**config.mk**
```make
export PLATFORM = sky130hd
export DESIGN_NAME = rr_bus_arbiter
export DESIGN_NICKNAME = d
export VERILOG_FILES = /design/src/rtl/rr_bus_arbiter.sv
export SDC_FILE = /design/constraint.sdc
export NUM_CORES = 1
export LEC_CHECK = 0
export BUFFER_PORTS_ARGS = -buffer_cell sky130_fd_sc_hd__buf_2
export CORE_MARGIN = 2
export CORE_UTILIZATION = 35
export CTS_BUF_LIST = sky130_fd_sc_hd__clkbuf_4
export DETAILED_ROUTE_END_ITERATION = 7
export GPL_ROUTABILITY_DRIVEN = 0
export PLACE_DENSITY_LB_ADDON = 0.3
export SYNTH_ARGS = -nofsm -noshare
export SYNTH_HDL_FRONTEND = slang
export SYNTH_SLANG_ARGS = --single-unit
```
**constraint.sdc**
```tcl
create_clock -name clk -period 2.1 [get_ports clk]
set_input_delay 0.21 -clock clk [delete_from_list [all_inputs] [get_ports clk]]
set_output_delay 0.21 -clock clk [all_outputs]
set_load 0.03 [all_outputs]
```
**src/rtl/rr_bus_arbiter.sv**
```systemverilog
// Round-robin arbiter for one shared bus: a one-hot grant is held until the owner
// is done, with a bus-hog timeout and a fixed all-low turnaround gap between owners.
module rr_bus_arbiter #(
  parameter int NUM_MASTERS    = 4,
  parameter int ID_W           = 2,
  parameter int TIMEOUT_CYCLES = 64,
  parameter int TURNAROUND     = 1
) (
  input  logic                   clk,
  input  logic                   reset,
  input  logic [NUM_MASTERS-1:0] Bus_RQ,
  input  logic                   Bus_Ready,
  output logic [NUM_MASTERS-1:0] Bus_GRANT,
  output logic                   Grant_Valid,
  output logic [ID_W-1:0]        Grant_Id,
  output logic                   Timeout_Pulse,
  output logic [ID_W-1:0]        Timeout_Id
);

  localparam int TCNT_W = (TIMEOUT_CYCLES > 1) ? $clog2(TIMEOUT_CYCLES) : 1;
  localparam int RCNT_W = (TURNAROUND > 1) ? $clog2(TURNAROUND) : 1;
  localparam logic [TCNT_W-1:0] TCNT_MAX = TCNT_W'((TIMEOUT_CYCLES > 0) ? TIMEOUT_CYCLES - 1 : 0);
  localparam logic [RCNT_W-1:0] RCNT_MAX = RCNT_W'((TURNAROUND > 0) ? TURNAROUND - 1 : 0);
  localparam logic [ID_W:0]     NM       = (ID_W+1)'(NUM_MASTERS);

  typedef enum logic [1:0] {IDLE, GRANT, RELEASE} state_t;

  state_t                 state;
  logic [ID_W-1:0]        rr_ptr;
  logic [NUM_MASTERS-1:0] mask;
  logic [TCNT_W-1:0]      tcnt;
  logic [RCNT_W-1:0]      rcnt;

  logic [NUM_MASTERS-1:0]   eligible;
  logic [2*NUM_MASTERS-1:0] dbl;
  logic [NUM_MASTERS-1:0]   rot;
  logic [ID_W-1:0]          win_off;
  logic [ID_W:0]            win_sum;
  logic [ID_W:0]            ptr_sum;
  logic                     win_found;
  logic [ID_W-1:0]          win_id;
  logic [NUM_MASTERS-1:0]   win_onehot;
  logic [ID_W-1:0]          next_ptr;
  logic                     owner_done;
  logic                     hog;

  // Rotate the eligible vector so rr_ptr sits at bit 0, take the lowest set bit, rotate back.
  always_comb begin
    eligible  = Bus_RQ & ~mask;
    dbl       = {eligible, eligible} >> rr_ptr;
    rot       = dbl[NUM_MASTERS-1:0];
    win_found = 1'b0;
    win_off   = '0;
    for (int i = 0; i < NUM_MASTERS; i++) begin
      if (!win_found && rot[i]) begin
        win_found = 1'b1;
        win_off   = ID_W'(i);
      end
    end
    win_sum = {1'b0, rr_ptr} + {1'b0, win_off};
    if (win_sum >= NM) win_sum = win_sum - NM;
    win_id     = win_sum[ID_W-1:0];
    win_onehot = NUM_MASTERS'(1) << win_id;

    ptr_sum = {1'b0, Grant_Id} + {{ID_W{1'b0}}, 1'b1};
    if (ptr_sum >= NM) ptr_sum = '0;
    next_ptr = ptr_sum[ID_W-1:0];

    owner_done = ~Bus_RQ[Grant_Id] & ~Bus_Ready;
    hog        = (TIMEOUT_CYCLES != 0) && (tcnt == TCNT_MAX);
  end

  assign Grant_Valid = |Bus_GRANT;

  always_ff @(posedge clk or negedge reset) begin
    if (!reset) begin
      state         <= IDLE;
      rr_ptr        <= '0;
      mask          <= '0;
      tcnt          <= '0;
      rcnt          <= '0;
      Bus_GRANT     <= '0;
      Grant_Id      <= '0;
      Timeout_Pulse <= 1'b0;
      Timeout_Id    <= '0;
    end else begin
      Timeout_Pulse <= 1'b0;
      Timeout_Id    <= '0;
      mask          <= mask & Bus_RQ;
      case (state)
        IDLE: begin
          if (win_found) begin
            Bus_GRANT <= win_onehot;
            Grant_Id  <= win_id;
            tcnt      <= '0;
            state     <= GRANT;
          end
        end
        GRANT: begin
          // A normal release wins over a coincident timeout: no pulse, no mask.
          if (owner_done || hog) begin
            Bus_GRANT <= '0;
            Grant_Id  <= '0;
            rr_ptr    <= next_ptr;
            tcnt      <= '0;
            rcnt      <= '0;
            state     <= RELEASE;
            if (!owner_done) begin
              Timeout_Pulse <= 1'b1;
              Timeout_Id    <= Grant_Id;
              mask          <= (mask | Bus_GRANT) & Bus_RQ;
            end
          end else begin
            tcnt <= tcnt + TCNT_W'(1);
          end
        end
        RELEASE: begin
          if (rcnt == RCNT_MAX) begin
            if (win_found) begin
              Bus_GRANT <= win_onehot;
              Grant_Id  <= win_id;
              tcnt      <= '0;
              state     <= GRANT;
            end else begin
              state <= IDLE;
            end
          end else begin
            rcnt <= rcnt + RCNT_W'(1);
          end
        end
        default: state <= IDLE;
      endcase
    end
  end

endmodule

```
## Word level (Yosys, flattened, before mapping)

Cells that the tools add are included.

| word-level totals | value |
|---|---|
| flip-flop bits (word level) | 24 |
| bits of input ports | 7 |
| output and inout port bits | 10 |
| logic and storage cells | 89 |

| cells by class | value |
|---|---|
| add/subtract/negate cells | 5 |
| order comparisons | 3 |
| eq/ne operators | 6 |
| shifts and indexed selects | 2 |
| multiplexer cells | 40 |
| bitwise gates (word level) | 8 |
| reductions and logical operators | 16 |

Operators by type and width:

| operator | count |
|---|---|
| 2-bit 2-to-1 mux | 13 |
| 4-bit 2-to-1 mux | 6 |
| 6-bit 2-to-1 mux | 3 |
| 6-bit case mux with 3 select lines | 1 |
| 4-bit bitwise AND | 3 |
| 1-bit 2-to-1 mux | 12 |
| 2-bit case mux with 3 select lines | 2 |
| 4-bit case mux with 3 select lines | 1 |
| 8-bit by 2-bit >> shifter with 4-bit output | 1 |
| 6-bit by 1-bit adder with 6-bit output, second input constant | 1 |
| 6-bit equality test, second input constant | 1 |
| 3-bit greater-or-equal comparator, second input constant | 2 |
| 2-bit != test, second input constant | 3 |
| 2-bit AND reduction | 3 |
| 3-bit AND reduction | 2 |
| 4-bit inverter | 1 |
| 4-bit OR | 1 |
| 4-bit OR reduction | 1 |
| 1-bit by 2-bit left shift with 4-bit output, first input constant | 1 |
| 2-bit by 1-bit adder with 3-bit output, second input constant | 1 |
| 2-bit by 2-bit adder with 3-bit output | 1 |
| 1-bit logical AND | 3 |
| 1-bit zero test | 3 |
| 2-bit by 3-bit < comparator with 1-bit output, second input constant | 1 |
| other kinds (12) | 13 |

## Logic depth before layout (Yosys ltp)

Gate-level depths: netlist of run 1.

| depth | value |
|---|---|
| depth after elaboration | 20 |
| depth in mapped cells | 8 |
| depth with buffers taken out | 8 |

## Worst setup path before layout of run 1

Ideal clock, no wire load.

| timing path | value |
|---|---|
| kind | register -> register |
| start point | register Grant_Id[0] |
| end point | register rr_ptr[0] |
| setup time | 0.125 ns |
| data arrival time | 1.683 ns |
| slack | 0.292 ns |
| stages on the path, launching flop included | 5 |
| path buffers | 0 |
| cells stage by stage | dfrtp_1 mux2i_1 a32oi_4 nand2_4 mux2_4 |

| between the ends | value |
|---|---|
| longest elaborated chain between the ends | 6 |
| elaborated cells on any way between the ends | 9 |
| those cells by class | add/sub: 1; order compare: 1; mux: 3; bitwise: 2; reduce/logical: 2 |

RTL lines:

| element | line | RTL |
|---|---|---|
| start: declaration | 15 | `output logic [ID_W-1:0] Grant_Id,` |
| start signal: assignment | 94 | `Grant_Id <= win_id;` |
| start signal: assignment | 121 | `Grant_Id <= win_id;` |
| branches (longest 6 deep; another with 2-bit by 1-bit adder with 3-bit output) | - |  |
| end signal: assignment | 104 | `rr_ptr <= next_ptr;` |
| end: declaration | 29 | `logic [ID_W-1:0] rr_ptr;` |

Several ways; the timed one is not identified. The select of a mux whose other input is x is not followed.
A chain may end at the register's enable or synchronous reset.

## Final worst setup path of run 1

| timing path | value |
|---|---|
| start point | register mask[2] |
| end point | register Bus_GRANT[2] |

| between the ends | value |
|---|---|
| longest elaborated chain between the ends | 20 |
| elaborated cells on any way between the ends | 24 |
| those cells by class | add/sub: 2; order compare: 1; shift: 2; mux: 11; bitwise: 2; reduce/logical: 6 |

RTL lines:

| element | line | RTL |
|---|---|---|
| start: declaration | 30 | `logic [NUM_MASTERS-1:0] mask;` |
| start signal: assignment | 89 | `mask <= mask & Bus_RQ;` |
| start signal: assignment | 111 | `mask <= (mask \| Bus_GRANT) & Bus_RQ;` |
| 4-bit inverter (*) | 49 | `eligible = Bus_RQ & ~mask;` |
| 4-bit bitwise AND (*) | 49 |  |
| 8-bit by 2-bit >> shifter with 4-bit output (*) | 50 | `dbl = {eligible, eligible} >> rr_ptr;` |
| 1-bit 2-to-1 mux | 55 | `if (!win_found && rot[i]) begin` |
| 1-bit zero test | 55 |  |
| 1-bit logical AND | 55 |  |
| 1-bit 2-to-1 mux | 55 |  |
| 1-bit zero test | 55 |  |
| (+4 left out) | - |  |
| 2-bit 2-to-1 mux | 55 |  |
| 2-bit by 2-bit adder with 3-bit output | 60 | `win_sum = {1'b0, rr_ptr} + {1'b0, win_off};` |
| 3-bit greater-or-equal comparator / 2-bit by 1-bit subtractor with 2-bit output (equally long branches) | 61 | `if (win_sum >= NM) win_sum = win_sum - NM;` |
| 2-bit 2-to-1 mux | 61 |  |
| 1-bit by 2-bit left shift with 4-bit output | 63 | `win_onehot = NUM_MASTERS'(1) << win_id;` |
| 4-bit 2-to-1 mux (*) | 92, 119 |  |
| 4-bit 2-to-1 mux | 118 | `if (rcnt == RCNT_MAX) begin` |
| 4-bit case mux with 3 select lines (*) | 90 | `case (state)` |
| end signal: assignment | 93 | `Bus_GRANT <= win_onehot;` |
| end signal: assignment | 120 | `Bus_GRANT <= win_onehot;` |
| end: declaration | 13 | `output logic [NUM_MASTERS-1:0] Bus_GRANT,` |

Every way passes the cells marked *; elsewhere a longest branch is shown, timed or not. The select of a mux whose other input is x is not followed.

==> out/results.ini, run 1 <==
[synth]
synth_warnings = 0
synth_cell_types = 45
synth_flop_cell = dfrtp_1
ys_seq_elements = 23
synthCells = 133
yosysMostFrequentCell = dfrtp_1
synth_edf_count = 0
syn_avg_cell_area_sq_um = 10.12
async_reset_ff_share_pct = 100.0
syn_nets = 143
netlist_area_sq_mm = 0.001346
synth_top_cell_by_area = dfrtp_1
synth.cells.most_frequent = dfrtp_1, nand2_1, nand3_1
synth.area.top_cells = dfrtp_1, nand2_1, ha_1
synth.top_cell.area_share_pct = 42.75
ys_seq_area_share_pct = 42.75

[floorplanning]
io_pins = 17
design.die.area_sq_mm = 0.004359
num_rows = 22
die_w_um = 66.02
dieHeight_um = 66.02
initial_utilization_pct = 36.50
coreArea_sq_mm = 0.003689

[final_layout]
syn_to_final_growth_pct = 13.48
instances_no_fill = 201
layout.nets = 164
drive_gt1_share_pct = 23.53
diodes = 0
final_core_util_pct = 41.42

[clock_tree]
root_buffer = clkbuf_4
cts_sinks = 23
clock_path_buffers = 2
clkSlewWorstSetupHoldPaths_ns = 0.14
h-tree-depth = 1
clk_latency_ns = 0.32
cts_buffers = 3
cts_tree = built
cts_setup_buffers = 0

[route]
ant_nets = 0
vias = 1134
wirelength_mm = 3.047
dr.first_iter.drc_count = 100
drc_errors = 0
dr.pass1.iters = 5
vias_per_cell = 5.642
wl_per_cell_um = 15.16

[global_route]
grt_pass1_vias = 1152
grt_max_degree = 24
grt-ovfl-total = 0
grt_use_total_pct = 15.74
grt_pass1_wl_mm = 5.209
antenna_found_initial = 0

[timing]
final.min_clock_period_ns = 1.894
slew_headroom_pct = 56.86
setup_violations = 0
hold_ws_ns = 0.1490
post-route-period-util_pct = 90.20
setup-tns-final_ns = 0
rsz0062_at_grt = false
worst_pin_slew_ns = 0.6292
finalHoldViolCount = 0
max_freq_mhz = 527.9
clock_skew_ns = 0.007440
slew_violations = 0

[critical_path]
critPathLaunchType = register
critical_path_class = register to register
required_ns = 2.33
worstPathMaxFanout = 7
arrival_ns = 2.12
end_kind = register

[min_path]
hold_path.class = input pin to register

[pwr]
power_per_cell_area_mw_per_mm2 = 1232
power_mw = 1.882
ir_worst_vdd_uv = 312.2
leakagePower_nw = 0.6767

[run_status]
status = completed

[placed_design]
io_buffers = 16
dp_cells = 196
dp_hpwl_mm = 2.312

[flow_run]
drv_cap = 0

per-layer routing:
metal	vias up	track usage [%]	routed length, um
met5	-	0	0
met4	0	9.184	89
met3	8	2.385	127
met2	26	26.77	1450
met1	553	18.74	1380
li1	547	-	-
worst paths after layout:
kind / from / endpoint / slack [ns] / cells past startpoint
worst max-delay path: mask[2]$_DFF_PN0_ / Bus_GRANT[2]$_DFFE_PN0P_ / 0.21 / 8
min in group asynchronous: reset / tcnt[5]$_DFFE_PN0P_ / 0.38 / 2
max in group asynchronous: reset / Bus_GRANT[0]$_DFFE_PN0P_ / 1.36 / 2
worst max register to register: mask[2]$_DFF_PN0_ / Bus_GRANT[2]$_DFFE_PN0P_ / 0.21 / 8
worst min register to register: mask[3]$_DFF_PN0_ / mask[3]$_DFF_PN0_ / 0.50 / 2
worst min-delay path: Bus_RQ[3] / mask[3]$_DFF_PN0_ / 0.15 / 3
state kept, by name, summed over array words and instances (netlist names):
signal and cells:
mask 4, Timeout_Pulse 1, state 2, Grant_Id 2
Bus_GRANT 4, tcnt 6, Timeout_Id 2, rr_ptr 2
cells by family (layout without fill, tap and decap cells):
| kind of cell | after synthesis | count (layout) | synth area share (%) |
|---|---|---|---|
| xor gates and xnor gates | 1 | 1 | 0.6507 |
| muxes | 5 | 5 | 4.740 |
| DFF | 23 | 23 | 42.75 |
| AOI/OAI and AO/OA | 33 | 33 | 20.35 |
| adders and majority gates | 3 | 3 | 2.788 |
| and+or+nand+nor | 61 | 61 | 26.30 |
| buffers and inverters | 7 | 27 | 2.416 |
worst max-delay path: stages, from the launching register on:
cell	delay (ns)
dfrtp_1	0.41
nand2b_2	0.24
nor3_1	0.19
a31oi_1	0.06
a32oi_1	0.22
ha_1	0.29
inv_2	0.10
nand2_1	0.08
o221ai_1	0.21
final cells by class:
cell class,count,area (sq um)
clock buffers,3,22.52
clock inverters,1,7.507
fillers,376,2161
inverters,6,22.52
multi-input cells,103,749.5
flip-flops and latches,23,575.6
well taps,48,60.06
repair buffers,17,90.09
per-stage QoR:
stage	area (sq um)	worst slack, ns
floorplan	1346	0.2916
global placement	1476	0.2589
detailed placement	1476	0.1730
CTS	1516	0.1274
global route	1528	0.01936
finish	1528	0.2058
power by group:
part           switching (mW)  total [mW]  internal [mW]
Sequential              0.172       0.725          0.553
Combinational           0.571       0.943          0.372
Clock                   0.142       0.214         0.0728
cell usage in the layout, fill, tap and decap left out, drive strengths merged, types with 2 or more instances in the layout:
cell type,synthesis,routed
nand3,7,7
clkbuf,0,3
and2b,2,2
nand4,7,7
a31oi,5,5
nor2b,4,4
a221oi,2,2
a41oi,2,2
o211ai,2,2
o21ai,6,6
nand2b,7,7
and2,2,2
dfrtp,23,23
and3,2,2
nor2,3,3
mux2i,3,3
mux2,2,2
inv,6,6
ha,3,3
a21oi,2,2
a32oi,2,2
o22ai,2,2
buf,0,16
nand2,20,20
o221ai,4,4
nor3,2,2
timing repair:
item,4_1_cts,5_1_grt
hold endpoints to repair,23,0
gates resized for setup,0,4
hold buffers,1,0
setup endpoints to repair,0,4
No activity file was read; power rests on OpenSTA's default activity.
==> run 2: changes to the inputs <==
- SLEW_MARGIN: not set -> 20
- clock period: 2.1 -> 2.3 ns (I/O delays scaled with it)
==> out/results.ini, run 2 (synthesis gave the netlist of run 1 again) <==
[global_route]
grt_pass1_wl_mm = 5.209  ; unchanged
grt_pass1_vias = 1152  ; unchanged
grt-ovfl-total = 0  ; unchanged
antenna_found_initial = 0  ; unchanged
grt_use_total_pct = 15.74  ; unchanged
grt_max_degree = 24  ; unchanged

[critical_path]
required_ns = 2.53  ; +0.20 ns
timing.rr.start = mask[2]$_DFF_PN0_
worstPathMaxFanout = 7  ; unchanged
critical_path_class = register to register
crit_start = mask[2]$_DFF_PN0_
end_kind = register
critPathLaunchType = register
arrival_ns = 2.23  ; +0.11 ns

[timing]
hold_ws_ns = 0.1679  ; +0.01896 ns
worst_pin_slew_ns = 0.6305  ; +0.001344 ns
slew_headroom_pct = 56.76  ; -0.092 points
setup_violations = 0  ; unchanged
setup-tns-final_ns = 0  ; unchanged
post-route-period-util_pct = 86.75  ; -3.5 points
clock_skew_ns = 0.004839  ; -0.002601 ns
final.min_clock_period_ns = 1.995  ; +0.1009 ns
rsz0062_at_grt = false
finalHoldViolCount = 0  ; unchanged
max_freq_mhz = 501.2  ; -5.1%
slew_violations = 0  ; unchanged

[route]
dr.first_iter.drc_count = 103  ; +3.0%
drc_errors = 0  ; unchanged
ant_nets = 0  ; unchanged
vias = 1139  ; +0.44%
wirelength_mm = 3.021  ; -0.85%
vias_per_cell = 5.667  ; +0.44%
wl_per_cell_um = 15.03  ; -0.85%
dr.pass1.iters = 4  ; -1

[floorplanning]
design.die.area_sq_mm = 0.004359  ; unchanged
num_rows = 22  ; unchanged
io_pins = 17  ; unchanged
initial_utilization_pct = 36.50  ; unchanged
die_w_um = 66.02  ; unchanged
dieHeight_um = 66.02  ; unchanged
coreArea_sq_mm = 0.003689  ; unchanged

[placed_design]
io_buffers = 16  ; unchanged
dp_hpwl_mm = 2.312  ; unchanged
place_area_sq_mm = 0.001476  ; unchanged

[final_layout]
largest_register_ffs = 6  ; unchanged
reg_top3 = tcnt x6, Bus_GRANT x4, mask x4
seq_area_sq_um = 575.6  ; unchanged
layout_commonest_cell = dfrtp_1
final_cell_area_sq_mm = 0.001516  ; -0.74%
diodes = 0  ; unchanged
drive_gt1_share_pct = 20.92  ; -2.6 points
syn_to_final_growth_pct = 12.64
final.fill_count = 374  ; -0.53%
layout.nets = 164  ; unchanged
layout_common_cells = dfrtp_1, nand2_1, buf_2
top_register = tcnt
multiInputGateArea_sq_um = 738.2  ; -1.5%

[min_path]
hold_path.class = input pin to register
hp-start = Bus_RQ[3]

[flow_run]
drv_cap = 0  ; unchanged

[pwr]
ir_worst_vdd_uv = 285.4  ; -8.6%
power_mw = 1.701  ; -9.6%
power_per_cell_area_mw_per_mm2 = 1122  ; -9.0%
leakagePower_nw = 0.6766  ; about the same

[clock_tree]
cts.repair.resized = 0  ; unchanged
root_buffer = clkbuf_4
clk_latency_ns = 0.32  ; about the same
h-tree-depth = 1  ; unchanged
cts_setup_buffers = 0  ; unchanged
clkSlewWorstSetupHoldPaths_ns = 0.14  ; about the same
cts_buffers = 3  ; unchanged
clock_path_buffers = 2  ; unchanged
cts_tree = built
cts_sinks = 23  ; unchanged

[run_status]
status = completed

-- run 2: cell counts in the layout (fill, tap and decap cells not counted) --
No cell type changed its count.
-- run 2: area by class of cell --
cell class / instances / area share (%)
multi-input combinational: 103 / 48.68
sequential: 23 / 37.95
clock inverter: 1 / 0.4951
clock buffer: 3 / 1.485
inverter: 6 / 1.485
tap: 48 / 3.960
timing repair buffer: 17 / 5.941
-- run 2: per-layer routing --
layer | routed length [um] | share of wire, % | GRT usage (%) | up-vias
met5 | 0 | 0 | 0 | -
met4 | 72 | 2.4 | 9.184 | 0
met3 | 144 | 4.8 | 2.385 | 6
met2 | 1474 | 49 | 26.77 | 27
met1 | 1329 | 44 | 18.74 | 559
li1 | - | - | - | 547
-- run 2: worst paths after layout --
kind | endpoint | slack, ns | cells past startpoint
worst min register to register | mask[3]$_DFF_PN0_ | 0.51 | 2
max in group asynchronous | Bus_GRANT[0]$_DFFE_PN0P_ | 1.55 | 2
worst min-delay path | mask[3]$_DFF_PN0_ | 0.17 | 3
worst max-delay path | Bus_GRANT[2]$_DFFE_PN0P_ | 0.30 | 8
min in group asynchronous | tcnt[5]$_DFFE_PN0P_ | 0.40 | 2
worst max register to register | Bus_GRANT[2]$_DFFE_PN0P_ | 0.30 | 8
-- run 2: what timing repair did --
item	CTS	global route
endpoints found under the hold margin	23	0
hold buffers	1	0
endpoints found under the setup margin	0	0
-- run 2: critical path, cell delays in order, from the launching register on --
cell and delay (ns):
dfrtp_1 0.41, nand2b_1 0.26, nor3_1 0.22, a31oi_1 0.06
a32oi_1 0.22, ha_1 0.21, nor2b_1 0.22, nand2_1 0.12
o221ai_1 0.21
-- run 2: where the power goes --
part,total (mW),internal [mW],switching [mW]
registers,0.658,0.505,0.154
logic,0.845,0.332,0.513
clock network,0.198,0.0665,0.132
-- run 2: through the flow --
step | std cells | utilization, % | worst slack, ns
3_3_place_gp | 196 | 40.03 | 0.4590
6_report | 201 | 41.11 | 0.3048
2_1_floorplan | 133 | - | 0.4916
3_5_place_dp | 196 | 40.03 | 0.3730
4_1_cts | 201 | 41.11 | 0.3274
5_1_grt | 201 | 41.11 | 0.06603
